<file path="config.mk">
export PLATFORM = sky130hd
export DESIGN_NAME = q_step_engine
export DESIGN_NICKNAME = d
export VERILOG_FILES = /design/src/rtl/q_step_engine.sv
export SDC_FILE = /design/constraint.sdc
export NUM_CORES = 1
export LEC_CHECK = 0
export ABC_AREA = 1
export BUFFER_PORTS_ARGS = -buffer_cell sky130_fd_sc_hd__clkbuf_2
export CAP_MARGIN = 10
export CORE_ASPECT_RATIO = 0.7
export CORE_MARGIN = 2
export CORE_UTILIZATION = 55
export DETAILED_ROUTE_END_ITERATION = 7
export HOLD_SLACK_MARGIN = 0.12
export PLACE_DENSITY = 0.82
export RECOVER_POWER = 100
export REMOVE_ABC_BUFFERS = 1
export SETUP_SLACK_MARGIN = 0.02
export SLEW_MARGIN = 20
export SYNTH_ARGS = -nofsm -noshare
export SYNTH_HDL_FRONTEND = slang
export SYNTH_SLANG_ARGS = --single-unit
</file>
<file path="constraint.sdc">
create_clock -name clk -period 12.4 [get_ports clk]
set_clock_uncertainty 0.05 [all_clocks]
set_input_delay 1.24 -clock clk [delete_from_list [all_inputs] [get_ports clk]]
set_output_delay 1.24 -clock clk [all_outputs]
set_load 0.005 [all_outputs]
</file>
<file path="src/rtl/q_step_engine.sv">
// One Q-learning step per request on a GRID x GRID grid-world: read Q(s,*), pick an action,
// move, read Q(s',*), compute the TD update and write Q(s,a) back to an external sync RAM.
module q_step_engine #(
  parameter int          DATA_WIDTH    = 16,
  parameter int          GRID          = 4,
  parameter int          STATE_WIDTH   = 4,
  parameter int          COUNTER_WIDTH = 16,
  parameter int          START_STATE   = 0,
  parameter int          GOAL_STATE    = 15,
  parameter int          REWARD_STEP   = -256,
  parameter int          REWARD_GOAL   = 2560,
  parameter int          ALPHA_SHIFT   = 2,
  parameter int          GAMMA_SHIFT   = 4,
  parameter int          EPSILON       = 26,
  parameter logic [15:0] LFSR_SEED     = 16'hACE1
) (
  input  logic                     clk,
  input  logic                     rst_n,
  input  logic                     i_valid,
  input  logic [COUNTER_WIDTH-1:0] i_step,
  output logic                     o_valid,
  output logic                     o_busy,
  output logic                     o_goal,
  output logic [STATE_WIDTH-1:0]   o_state,
  output logic                     o_mem_rd_en,
  output logic                     o_mem_wr_en,
  output logic [STATE_WIDTH+1:0]   o_mem_addr,
  output logic [DATA_WIDTH-1:0]    o_mem_wdata,
  input  logic [DATA_WIDTH-1:0]    i_mem_rdata
);

  localparam int NS = GRID * GRID;
  localparam int CW = DATA_WIDTH + 2;
  localparam logic [STATE_WIDTH-1:0] START_S = STATE_WIDTH'(START_STATE);
  localparam logic [STATE_WIDTH-1:0] GOAL_S  = STATE_WIDTH'(GOAL_STATE);
  localparam logic signed [CW-1:0]   QMAX    = CW'((2 ** (DATA_WIDTH - 1)) - 1);
  localparam logic signed [CW-1:0]   QMIN    = ~QMAX;
  localparam logic signed [CW-1:0]   RW_STEP = CW'(REWARD_STEP);
  localparam logic signed [CW-1:0]   RW_GOAL = CW'(REWARD_GOAL);

  typedef enum logic [2:0] {IDLE, RD_CUR, SELECT, RD_NEXT, CALC, WRITE, DONE} st_t;

  st_t                          st;
  logic [2:0]                   sub;
  logic [STATE_WIDTH-1:0]       cur_s, nxt_s, nxt_c, rd_s, start_s;
  logic [1:0]                   act, best, sel_a, cap_idx;
  logic [15:0]                  lfsr, lfsr_nx;
  logic                         fb, goal_r;
  logic signed [DATA_WIDTH-1:0] q   [4];
  logic signed [DATA_WIDTH-1:0] nq  [4];
  logic signed [DATA_WIDTH-1:0] maxn, q_a;
  logic signed [CW-1:0]         maxe, qa, boot, rew, td, qn;
  logic [DATA_WIDTH-1:0]        qn_sat;

  // Off-grid moves leave the agent where it is.
  function automatic logic [STATE_WIDTH-1:0] move(input logic [STATE_WIDTH-1:0] s,
                                                  input logic [1:0] a);
    int p;
    p = int'(s);
    case (a)
      2'd0:    if (p >= GRID) p = p - GRID;
      2'd1:    if (p < NS - GRID) p = p + GRID;
      2'd2:    if (p % GRID != 0) p = p - 1;
      default: if (p % GRID != GRID - 1) p = p + 1;
    endcase
    return STATE_WIDTH'(p);
  endfunction

  always_comb begin
    best = 2'd0;
    for (int i = 1; i < 4; i++)
      if (q[i] > q[best]) best = 2'(i);
    fb      = lfsr[15] ^ lfsr[13] ^ lfsr[12] ^ lfsr[10];
    lfsr_nx = {lfsr[14:0], fb};
    sel_a   = (int'(lfsr_nx[7:0]) < EPSILON) ? lfsr_nx[9:8] : best;
    nxt_c   = move(cur_s, sel_a);
    rd_s    = (st == RD_CUR) ? cur_s : nxt_s;
    start_s = (i_step == '0) ? START_S : o_state;
    cap_idx = sub[1:0] - 2'd1;
  end

  // TD update in DATA_WIDTH+2 bits so intermediate sums cannot wrap before saturation.
  always_comb begin
    maxn = nq[0];
    for (int i = 1; i < 4; i++)
      if (nq[i] > maxn) maxn = nq[i];
    q_a  = q[act];
    maxe = {{2{maxn[DATA_WIDTH-1]}}, maxn};
    qa   = {{2{q_a[DATA_WIDTH-1]}}, q_a};
    boot = goal_r ? '0 : maxe - (maxe >>> GAMMA_SHIFT);
    rew  = goal_r ? RW_GOAL : RW_STEP;
    td   = rew + boot - qa;
    qn   = qa + (td >>> ALPHA_SHIFT);
    if (qn > QMAX)      qn_sat = QMAX[DATA_WIDTH-1:0];
    else if (qn < QMIN) qn_sat = QMIN[DATA_WIDTH-1:0];
    else                qn_sat = qn[DATA_WIDTH-1:0];
  end

  always_ff @(posedge clk or negedge rst_n) begin
    if (!rst_n) begin
      st          <= IDLE;
      sub         <= '0;
      cur_s       <= START_S;
      nxt_s       <= START_S;
      act         <= '0;
      goal_r      <= 1'b0;
      lfsr        <= LFSR_SEED;
      for (int i = 0; i < 4; i++) begin
        q[i]  <= '0;
        nq[i] <= '0;
      end
      o_valid     <= 1'b0;
      o_busy      <= 1'b0;
      o_goal      <= 1'b0;
      o_state     <= START_S;
      o_mem_rd_en <= 1'b0;
      o_mem_wr_en <= 1'b0;
      o_mem_addr  <= '0;
      o_mem_wdata <= '0;
    end else begin
      case (st)
        IDLE: if (i_valid) begin
          cur_s       <= start_s;
          o_state     <= start_s;
          o_busy      <= 1'b1;
          sub         <= '0;
          o_mem_rd_en <= 1'b1;
          o_mem_addr  <= {start_s, 2'd0};
          st          <= RD_CUR;
        end
        RD_CUR, RD_NEXT: begin
          // Read issued in sub-count k returns during k+1.
          if (sub != 3'd0) begin
            if (st == RD_CUR) q[cap_idx]  <= i_mem_rdata;
            else              nq[cap_idx] <= i_mem_rdata;
          end
          if (sub < 3'd3) begin
            o_mem_rd_en <= 1'b1;
            o_mem_addr  <= {rd_s, sub[1:0] + 2'd1};
          end else begin
            o_mem_rd_en <= 1'b0;
            o_mem_addr  <= '0;
          end
          if (sub == 3'd4) begin
            sub <= '0;
            st  <= (st == RD_CUR) ? SELECT : CALC;
          end else begin
            sub <= sub + 3'd1;
          end
        end
        SELECT: begin
          lfsr        <= lfsr_nx;
          act         <= sel_a;
          nxt_s       <= nxt_c;
          goal_r      <= (nxt_c == GOAL_S);
          o_mem_rd_en <= 1'b1;
          o_mem_addr  <= {nxt_c, 2'd0};
          st          <= RD_NEXT;
        end
        CALC: begin
          o_mem_wr_en <= 1'b1;
          o_mem_addr  <= {cur_s, act};
          o_mem_wdata <= qn_sat;
          st          <= WRITE;
        end
        WRITE: begin
          o_mem_wr_en <= 1'b0;
          o_mem_addr  <= '0;
          o_mem_wdata <= '0;
          o_valid     <= 1'b1;
          o_goal      <= goal_r;
          o_state     <= goal_r ? START_S : nxt_s;
          st          <= DONE;
        end
        DONE: begin
          o_valid <= 1'b0;
          o_goal  <= 1'b0;
          o_busy  <= 1'b0;
          st      <= IDLE;
        end
        default: st <= IDLE;
      endcase
    end
  end

endmodule
</file>
==> results of run 1 <==
[cells by family after synthesis]
logic type,after synthesis
AO/OA/AOI/OAI,449
flip-flops,192
XOR/XNOR,28
AND/OR/NAND/NOR,798
buffers and inverters,272
adder cells (fa/ha/maj),161
[worst min-delay path, stage by stage, from the launching register on]
cell     delay [ns]
dfstp_2        0.38
nand2_1        0.06
nand2_1        0.04
[state kept, by name (all words and copies together), names as in the netlist, 2 cells and up]
register,count
st,3
act,2
o_mem_wdata,16
nxt_s,4
q,64
nq,64
lfsr,16
o_mem_addr,6
o_state,4
cur_s,4
sub,3
[layout make-up]
| type | count | area (um^2) |
|---|---|---|
| fillers | 2218 | 10240 |
| inverters | 213 | 799.5 |
| repair buffers | 72 | 342.8 |
| clock inverters | 15 | 163.9 |
| clock buffers | 17 | 425.4 |
| flip-flops and latches | 192 | 4815 |
| well taps | 331 | 414.1 |
| multi-input cells | 1436 | 8303 |
[synth_stat cells, types with 8 or more instances]
library cell  instances  share of area
ha_1                151           0.13
o21bai_1              8         0.0042
clkbuf_1             48          0.013
nand3_1              72          0.025
a21oi_1             108          0.038
inv_1               206          0.055
nand2_2              34          0.015
dfrtp_1             184           0.32
dfstp_2               8          0.015
nor2_1              106          0.028
nand2_1             494           0.13
or2_2                29          0.013
o21ai_0             258          0.091
xor2_1               18          0.011
a32oi_1              12         0.0074
fa_1                 10          0.014
nor3_1               15         0.0053
o21ai_1              17         0.0060
xnor2_1              10         0.0062
nand4_1              16         0.0071
[through the flow]
step                      instances  hold WS (ns)  utilization  setup slack [ns]  instance area [um^2]
after floorplan                1841        0.4009            -             3.276                 13920
after global placement         2244        0.4089       0.5774             1.776                 14730
after global routing           2276        0.4609       0.5985           0.01148                 15260
after CTS                      2276        0.4248       0.6005             1.243                 15320
final                          2276        0.4254       0.5985             1.201                 15260
after detailed placement       2244        0.4142       0.5774             1.318                 14730
[layer usage]
metal,vias up,global-route usage
met1,6197,0.4499
met3,72,0.06831
met4,0,0.09011
met5,-,0
li1,6352,-
met2,558,0.4014
[final timing paths]
path,start,endpoint,slack [ns],cells past startpoint
max reg2reg,nq[43]$_DFFE_PN0P_,o_mem_wdata[5]$_DFFE_PN0N_,1.20,59
max,nq[43]$_DFFE_PN0P_,o_mem_wdata[5]$_DFFE_PN0N_,1.20,59
max in group asynchronous,rst_n,nq[20]$_DFFE_PN0P_,3.45,2
min in group asynchronous,rst_n,o_mem_wdata[0]$_DFFE_PN0N_,2.81,1
min,lfsr[6]$_DFFE_PN1P_,lfsr[6]$_DFFE_PN1P_,0.43,2
min reg2reg,lfsr[6]$_DFFE_PN1P_,lfsr[6]$_DFFE_PN1P_,0.43,2
[what timing repair did]
| item | 4_1_cts | 5_1_grt |
|---|---|---|
| endpoints found under the hold margin | 0 | 0 |
| hold buffers | 0 | 0 |
| setup buffers | 0 | 0 |
| resized for setup | 0 | 2 |
| setup endpoints to repair | 0 | 6 |
==> metrics.txt, run 1 <==
# TYPE chip_impl_metric gauge
chip_impl_metric{name="wl_per_cell",unit="um"} 17.02
chip_impl_info{name="routed.top_layer",value="met4"} 1
chip_impl_metric{name="area_growth_syn_to_layout",unit="%"} 7.679
chip_impl_metric{name="setup_viol",unit=""} 0
chip_impl_metric{name="fp.dieArea",unit="mm^2"} 0.02709
chip_impl_metric{name="finalWorstPathRequiredPeriod",unit="ns"} 11.20
chip_impl_metric{name="synth_seq_cells",unit=""} 192
chip_impl_metric{name="gr-usage-all-layers",unit=""} 0.2917
chip_impl_metric{name="detailedRoute.firstPassIterationCount",unit=""} 6
chip_impl_metric{name="initial_core_util",unit=""} 0.5558
chip_impl_metric{name="routed_wl",unit="mm"} 38.75
chip_impl_info{name="cpLargestDelayFamily",value="compound AO/OA/AOI/OAI gates"} 1
chip_impl_metric{name="first_global_vias",unit=""} 12040
chip_impl_info{name="violated_checks",value="capacitance limit, slew limit"} 1
chip_impl_metric{name="synth-warning-count",unit=""} 0
chip_impl_info{name="synth_top_flop_cell",value="dfrtp_1"} 1
chip_impl_metric{name="remaining_drc_errors",unit=""} 0
chip_impl_metric{name="wl_met1",unit="mm"} 18.51
chip_impl_metric{name="gp_congestion",unit=""} 0.9872
chip_impl_metric{name="synth_adder_area_share",unit=""} 0.1474
chip_impl_metric{name="io_buffer_count",unit=""} 65
chip_impl_metric{name="route.detailed.vias_per_inst",unit=""} 5.790
chip_impl_info{name="rsz0062_at_grt",value="no"} 1
chip_impl_metric{name="detailroute.wirelength.met2",unit="mm"} 15.70
chip_impl_metric{name="grt_remaining_overflow",unit=""} 0
chip_impl_info{name="cell_repeated_most_along_the_worst_path",value="nand2_1"} 1
chip_impl_metric{name="clock-sinks",unit=""} 192
chip_impl_info{name="largest_family_of_logic_cells_by_synthesized_area",value="simple AND/OR/NAND/NOR gates"} 1
chip_impl_metric{name="path_clk_slew",unit="ns"} 0.08
chip_impl_metric{name="core_area",unit="mm^2"} 0.02550
chip_impl_metric{name="detailroute.via_count",unit=""} 13180
chip_impl_info{name="worst_setup_path_end_kind",value="register"} 1
chip_impl_metric{name="slew_violations",unit=""} 195
chip_impl_metric{name="critical_path.max_stage_delay",unit="ns"} 0.54
chip_impl_metric{name="max_slew_margin",unit=""} -2.796
chip_impl_metric{name="met3_length",unit="mm"} 3.660
chip_impl_metric{name="cts_htree_levels",unit=""} 4
chip_impl_metric{name="post_synth_instance_area",unit="mm^2"} 0.01417
chip_impl_metric{name="grt_pass1_wl",unit="mm"} 62.64
chip_impl_info{name="startpoint_type",value="register"} 1
chip_impl_metric{name="critical_path_peak_fanout",unit=""} 35
chip_impl_metric{name="worst_pin_slew",unit="ns"} 5.694
chip_impl_metric{name="synth-simple-area-share",unit=""} 0.2473
chip_impl_metric{name="floorplan.rows",unit=""} 49
chip_impl_metric{name="synth.distinct_cells",unit=""} 55
chip_impl_info{name="result_of_the_run",value="complete, but fails checks"} 1
chip_impl_info{name="hold_path.class",value="register to register"} 1
chip_impl_info{name="most-common-layout-cells",value="494 x nand2_1, 256 x o21ai_0, 206 x inv_1"} 1
chip_impl_metric{name="cts_made_buffers",unit=""} 17
chip_impl_metric{name="antenna_found_initial",unit=""} 0
chip_impl_metric{name="worst_ep_required_time",unit="ns"} 12.72
chip_impl_metric{name="worstPathArrival",unit="ns"} 11.52
chip_impl_info{name="cts-root-buf",value="clkbuf_16"} 1
chip_impl_metric{name="antennaDiodeCount",unit=""} 0
chip_impl_info{name="slowest_stage",value="o21ai_0"} 1
chip_impl_metric{name="syn_inst",unit=""} 1900
chip_impl_metric{name="mapped_avg_cell_area",unit="um^2"} 7.460
chip_impl_metric{name="die_w",unit="um"} 195.9
chip_impl_metric{name="hpwlAfterDp",unit="mm"} 29.20
chip_impl_info{name="most_common_cell_after_layout_fill_and_taps_aside",value="nand2_1"} 1
chip_impl_metric{name="synth_seq_area_share",unit=""} 0.3397
chip_impl_metric{name="clk-insertion-delay-late",unit="ns"} 0.46
chip_impl_metric{name="drt-initial-drc-count",unit=""} 1490
chip_impl_metric{name="hold_violations",unit=""} 0
chip_impl_metric{name="synth-compound-area-share",unit=""} 0.1740
chip_impl_info{name="tritoncts",value="done"} 1
chip_impl_metric{name="setup_tns",unit="ns"} 0
chip_impl_metric{name="synthXorXnorAreaFrac",unit=""} 0.01730
chip_impl_metric{name="cts_max_path_buffers",unit=""} 2
chip_impl_info{name="worstSetupPathType",value="register to register"} 1
chip_impl_metric{name="floorplan.die.height",unit="um"} 138.3
chip_impl_metric{name="timing.final.crit_share",unit=""} 0.9031
chip_impl_metric{name="drtAntennaViolNets",unit=""} 0
chip_impl_metric{name="synthMuxAreaShare",unit=""} 0
chip_impl_metric{name="drv.max_cap_violation_count",unit=""} 2
chip_impl_metric{name="fin_nets",unit=""} 2128
chip_impl_metric{name="cp_num_buf_inv",unit=""} 3
chip_impl_metric{name="synth-async-reset-ratio",unit=""} 1.000
chip_impl_metric{name="fmaxAchievable",unit="MHz"} 89.29
chip_impl_metric{name="grt_max_degree",unit=""} 110
chip_impl_metric{name="top_level_ports",unit=""} 66
chip_impl_metric{name="drive_above_1_share",unit=""} 0.1008
chip_impl_metric{name="synth-edff-count",unit=""} 0
Power of run 1 is left out: the tool's default activity adds up to more than one toggle a clock period on the data nets, which glitch-free logic cannot reach.
==> inputs of run 2 (changes only) <==
--- a/config.mk
+++ b/config.mk
@@ -12,7 +12,7 @@
 export CORE_MARGIN = 2
 export CORE_UTILIZATION = 55
 export DETAILED_ROUTE_END_ITERATION = 7
-export HOLD_SLACK_MARGIN = 0.12
+export HOLD_SLACK_MARGIN = 0.1
 export PLACE_DENSITY = 0.82
 export RECOVER_POWER = 100
 export REMOVE_ABC_BUFFERS = 1
==> constraint.sdc (replaced) <==
create_clock -name clk -period 14.3 [get_ports clk]
set_clock_uncertainty 0.05 [all_clocks]
set_input_delay 1.43 -clock clk [delete_from_list [all_inputs] [get_ports clk]]
set_output_delay 1.43 -clock clk [all_outputs]
set_load 0.005 [all_outputs]
==> run 2 against run 1 <==
  * The flow still finishes with violations (capacitance limit, slew limit)
  * Sequential cell count did not move
  * Via count decreased by 0.34%
  * Global-route usage up 0.076 points
  * Die area is the same
==> metrics.txt, run 2 (same netlist as run 1, synthesis figures left out) <==
# TYPE chip_impl_metric gauge
chip_impl_info{name="result_of_the_run",value="complete, but fails checks"} 1
chip_impl_info{name="violated_checks",value="capacitance limit, slew limit"} 1
chip_impl_metric{name="nFillCells",unit=""} 2260
chip_impl_info{name="tritoncts",value="done"} 1
chip_impl_metric{name="grt_pass1_wl",unit="mm"} 62.85
chip_impl_metric{name="gp_congestion",unit=""} 0.9308
chip_impl_metric{name="detailroute.via_count",unit=""} 13130
chip_impl_info{name="layout_top_registers",value="nq (64), q (64)"} 1
chip_impl_metric{name="drt-initial-drc-count",unit=""} 1406
chip_impl_metric{name="clock-sinks",unit=""} 192
chip_impl_metric{name="slew_violations",unit=""} 195
chip_impl_info{name="slowest_stage",value="o21ai_0"} 1
chip_impl_metric{name="hold_slack",unit="ns"} 0.4238
chip_impl_metric{name="remaining_drc_errors",unit=""} 0
chip_impl_metric{name="initial_core_util",unit=""} 0.5558
chip_impl_metric{name="post-cts-setup-buffer-count",unit=""} 0
chip_impl_metric{name="routed_wl",unit="mm"} 38.76
chip_impl_metric{name="fp.dieArea",unit="mm^2"} 0.02709
chip_impl_info{name="startpoint_type",value="register"} 1
chip_impl_metric{name="floorplan.rows",unit=""} 49
chip_impl_metric{name="multiInputGateArea",unit="mm^2"} 0.008294
chip_impl_metric{name="grt_max_degree",unit=""} 109
chip_impl_info{name="rr_startpoint",value="nq[47]$_DFFE_PN0P_"} 1
chip_impl_metric{name="worstPathArrival",unit="ns"} 12.62
chip_impl_info{name="rsz0062_at_grt",value="no"} 1
chip_impl_info{name="timing.hold.worst.start",value="lfsr[6]$_DFFE_PN1P_"} 1
chip_impl_metric{name="gr-usage-all-layers",unit=""} 0.2925
chip_impl_metric{name="antenna_found_initial",unit=""} 0
chip_impl_metric{name="cts.repair.resized",unit=""} 0
chip_impl_metric{name="max_slew_margin",unit=""} -2.840
chip_impl_metric{name="setup_viol",unit=""} 0
chip_impl_metric{name="cts_htree_levels",unit=""} 4
chip_impl_metric{name="hpwlAfterDp",unit="mm"} 29.04
chip_impl_metric{name="worst_pin_slew",unit="ns"} 5.760
chip_impl_metric{name="core_area",unit="mm^2"} 0.02550
chip_impl_metric{name="antennaDiodeCount",unit=""} 0
chip_impl_metric{name="first_global_vias",unit=""} 12070
chip_impl_info{name="timing.rr.end",value="o_mem_wdata[6]$_DFFE_PN0N_"} 1
chip_impl_metric{name="hold_buffers",unit=""} 0
chip_impl_info{name="cts-root-buf",value="clkbuf_16"} 1
chip_impl_info{name="worst_setup_path_end_kind",value="register"} 1
chip_impl_metric{name="drive_above_1_share",unit=""} 0.09974
chip_impl_metric{name="die_w",unit="um"} 195.9
chip_impl_metric{name="wl_per_cell",unit="um"} 17.03
chip_impl_metric{name="worstRegToRegCells",unit=""} 59
chip_impl_metric{name="top_level_ports",unit=""} 66
chip_impl_metric{name="path_clk_slew",unit="ns"} 0.07
chip_impl_metric{name="regArea",unit="mm^2"} 0.004815
chip_impl_metric{name="area_growth_syn_to_layout",unit="%"} 7.715
chip_impl_metric{name="critical_path_peak_fanout",unit=""} 35
chip_impl_info{name="cell_repeated_most_along_the_worst_path",value="nand2_1"} 1
chip_impl_metric{name="critical_path.max_stage_delay",unit="ns"} 0.82
chip_impl_metric{name="floorplan.die.height",unit="um"} 138.3
chip_impl_metric{name="route.detailed.vias_per_inst",unit=""} 5.771
chip_impl_metric{name="drtAntennaViolNets",unit=""} 0
chip_impl_metric{name="io_buffer_count",unit=""} 65
chip_impl_metric{name="timing.final.crit_share",unit=""} 0.8609
chip_impl_metric{name="hold_violations",unit=""} 0
chip_impl_metric{name="fmaxAchievable",unit="MHz"} 81.23
chip_impl_metric{name="worst_ep_required_time",unit="ns"} 14.61
chip_impl_metric{name="grt_remaining_overflow",unit=""} 0
chip_impl_info{name="hold_path.class",value="register to register"} 1
chip_impl_metric{name="regToRegSetupSlack",unit="ns"} 1.99
chip_impl_metric{name="cts_made_buffers",unit=""} 17
chip_impl_info{name="worstSetupPathType",value="register to register"} 1
chip_impl_metric{name="clk-insertion-delay-late",unit="ns"} 0.44
chip_impl_info{name="most-common-layout-cells",value="494 x nand2_1, 259 x o21ai_0, 207 x inv_1"} 1
chip_impl_metric{name="finalWorstPathRequiredPeriod",unit="ns"} 12.31
chip_impl_info{name="most_common_cell_after_layout_fill_and_taps_aside",value="nand2_1"} 1
chip_impl_metric{name="drv.max_cap_violation_count",unit=""} 2
chip_impl_metric{name="cts_max_path_buffers",unit=""} 2
chip_impl_metric{name="setup_tns",unit="ns"} 0
chip_impl_info{name="whs_endpoint",value="lfsr[6]$_DFFE_PN1P_"} 1
chip_impl_metric{name="detailedRoute.firstPassIterationCount",unit=""} 5
chip_impl_metric{name="fin_nets",unit=""} 2128
chip_impl_metric{name="hold_depth",unit=""} 2
==> run 2: stage by stage <==
stage | setup slack [ns] | instances | utilization | instance area [um^2]
after global placement | 3.706 | 2244 | 0.5774 | 14730
after detailed placement | 3.303 | 2244 | 0.5774 | 14730
after floorplan | 5.176 | 1841 | - | 13920
after global routing | 1.061 | 2276 | 0.5987 | 15270
final | 1.989 | 2276 | 0.5987 | 15270
after CTS | 3.278 | 2276 | 0.6011 | 15330
==> run 2: worst max-delay path, delay by kind of cell, from the launching register on <==
family / cells / cell delay (ns)
AOI/OAI and AO/OA: 20 / 4.79
and+or+nand+nor: 26 / 3.50
adders and majority gates: 8 / 2.58
buffers and inverters: 4 / 0.72
DFF: 1 / 0.41
xor gates and xnor gates: 1 / 0.19
==> run 2: area by class of cell <==
type                            count  area share
Multi-Input combinational cell   1436      0.5432
Inverter                          213     0.05236
Sequential cell                   192      0.3153
Timing Repair Buffer               72     0.02237
Clock buffer                       17     0.02786
Tap cell                          331     0.02712
Clock inverter                     15     0.01172
==> run 2: worst max path at each step <==
| stage | startpoint | endpoint | slack (ns) | cells after the start |
|---|---|---|---|---|
| 3_5_place_dp | nq[47]$_DFFE_PN0P_ | o_mem_wdata[4]$_DFFE_PN0N_ | 3.30 | 60 |
| 3_3_place_gp | nq[45]$_DFFE_PN0P_ | o_mem_wdata[4]$_DFFE_PN0N_ | 3.71 | 61 |
| 5_1_grt | nq[61]$_DFFE_PN0P_ | o_mem_wdata[6]$_DFFE_PN0N_ | 1.06 | 63 |
| 2_1_floorplan | nq[47]$_DFFE_PN0P_ | o_mem_wdata[0]$_DFFE_PN0N_ | 5.18 | 60 |
| 6_report | nq[47]$_DFFE_PN0P_ | o_mem_wdata[6]$_DFFE_PN0N_ | 1.99 | 59 |
| 4_1_cts | nq[47]$_DFFE_PN0P_ | o_mem_wdata[6]$_DFFE_PN0N_ | 3.28 | 60 |
==> run 2: metal layers <==
layer	GRT usage	wire [um]	vias up
li1	-	-	6346
met1	0.4578	18980	6206
met2	0.4115	15750	541
met3	0.05855	3442	41
met4	0.07018	590	0
met5	0	0	-
Power of run 2 is left out for the same reason.
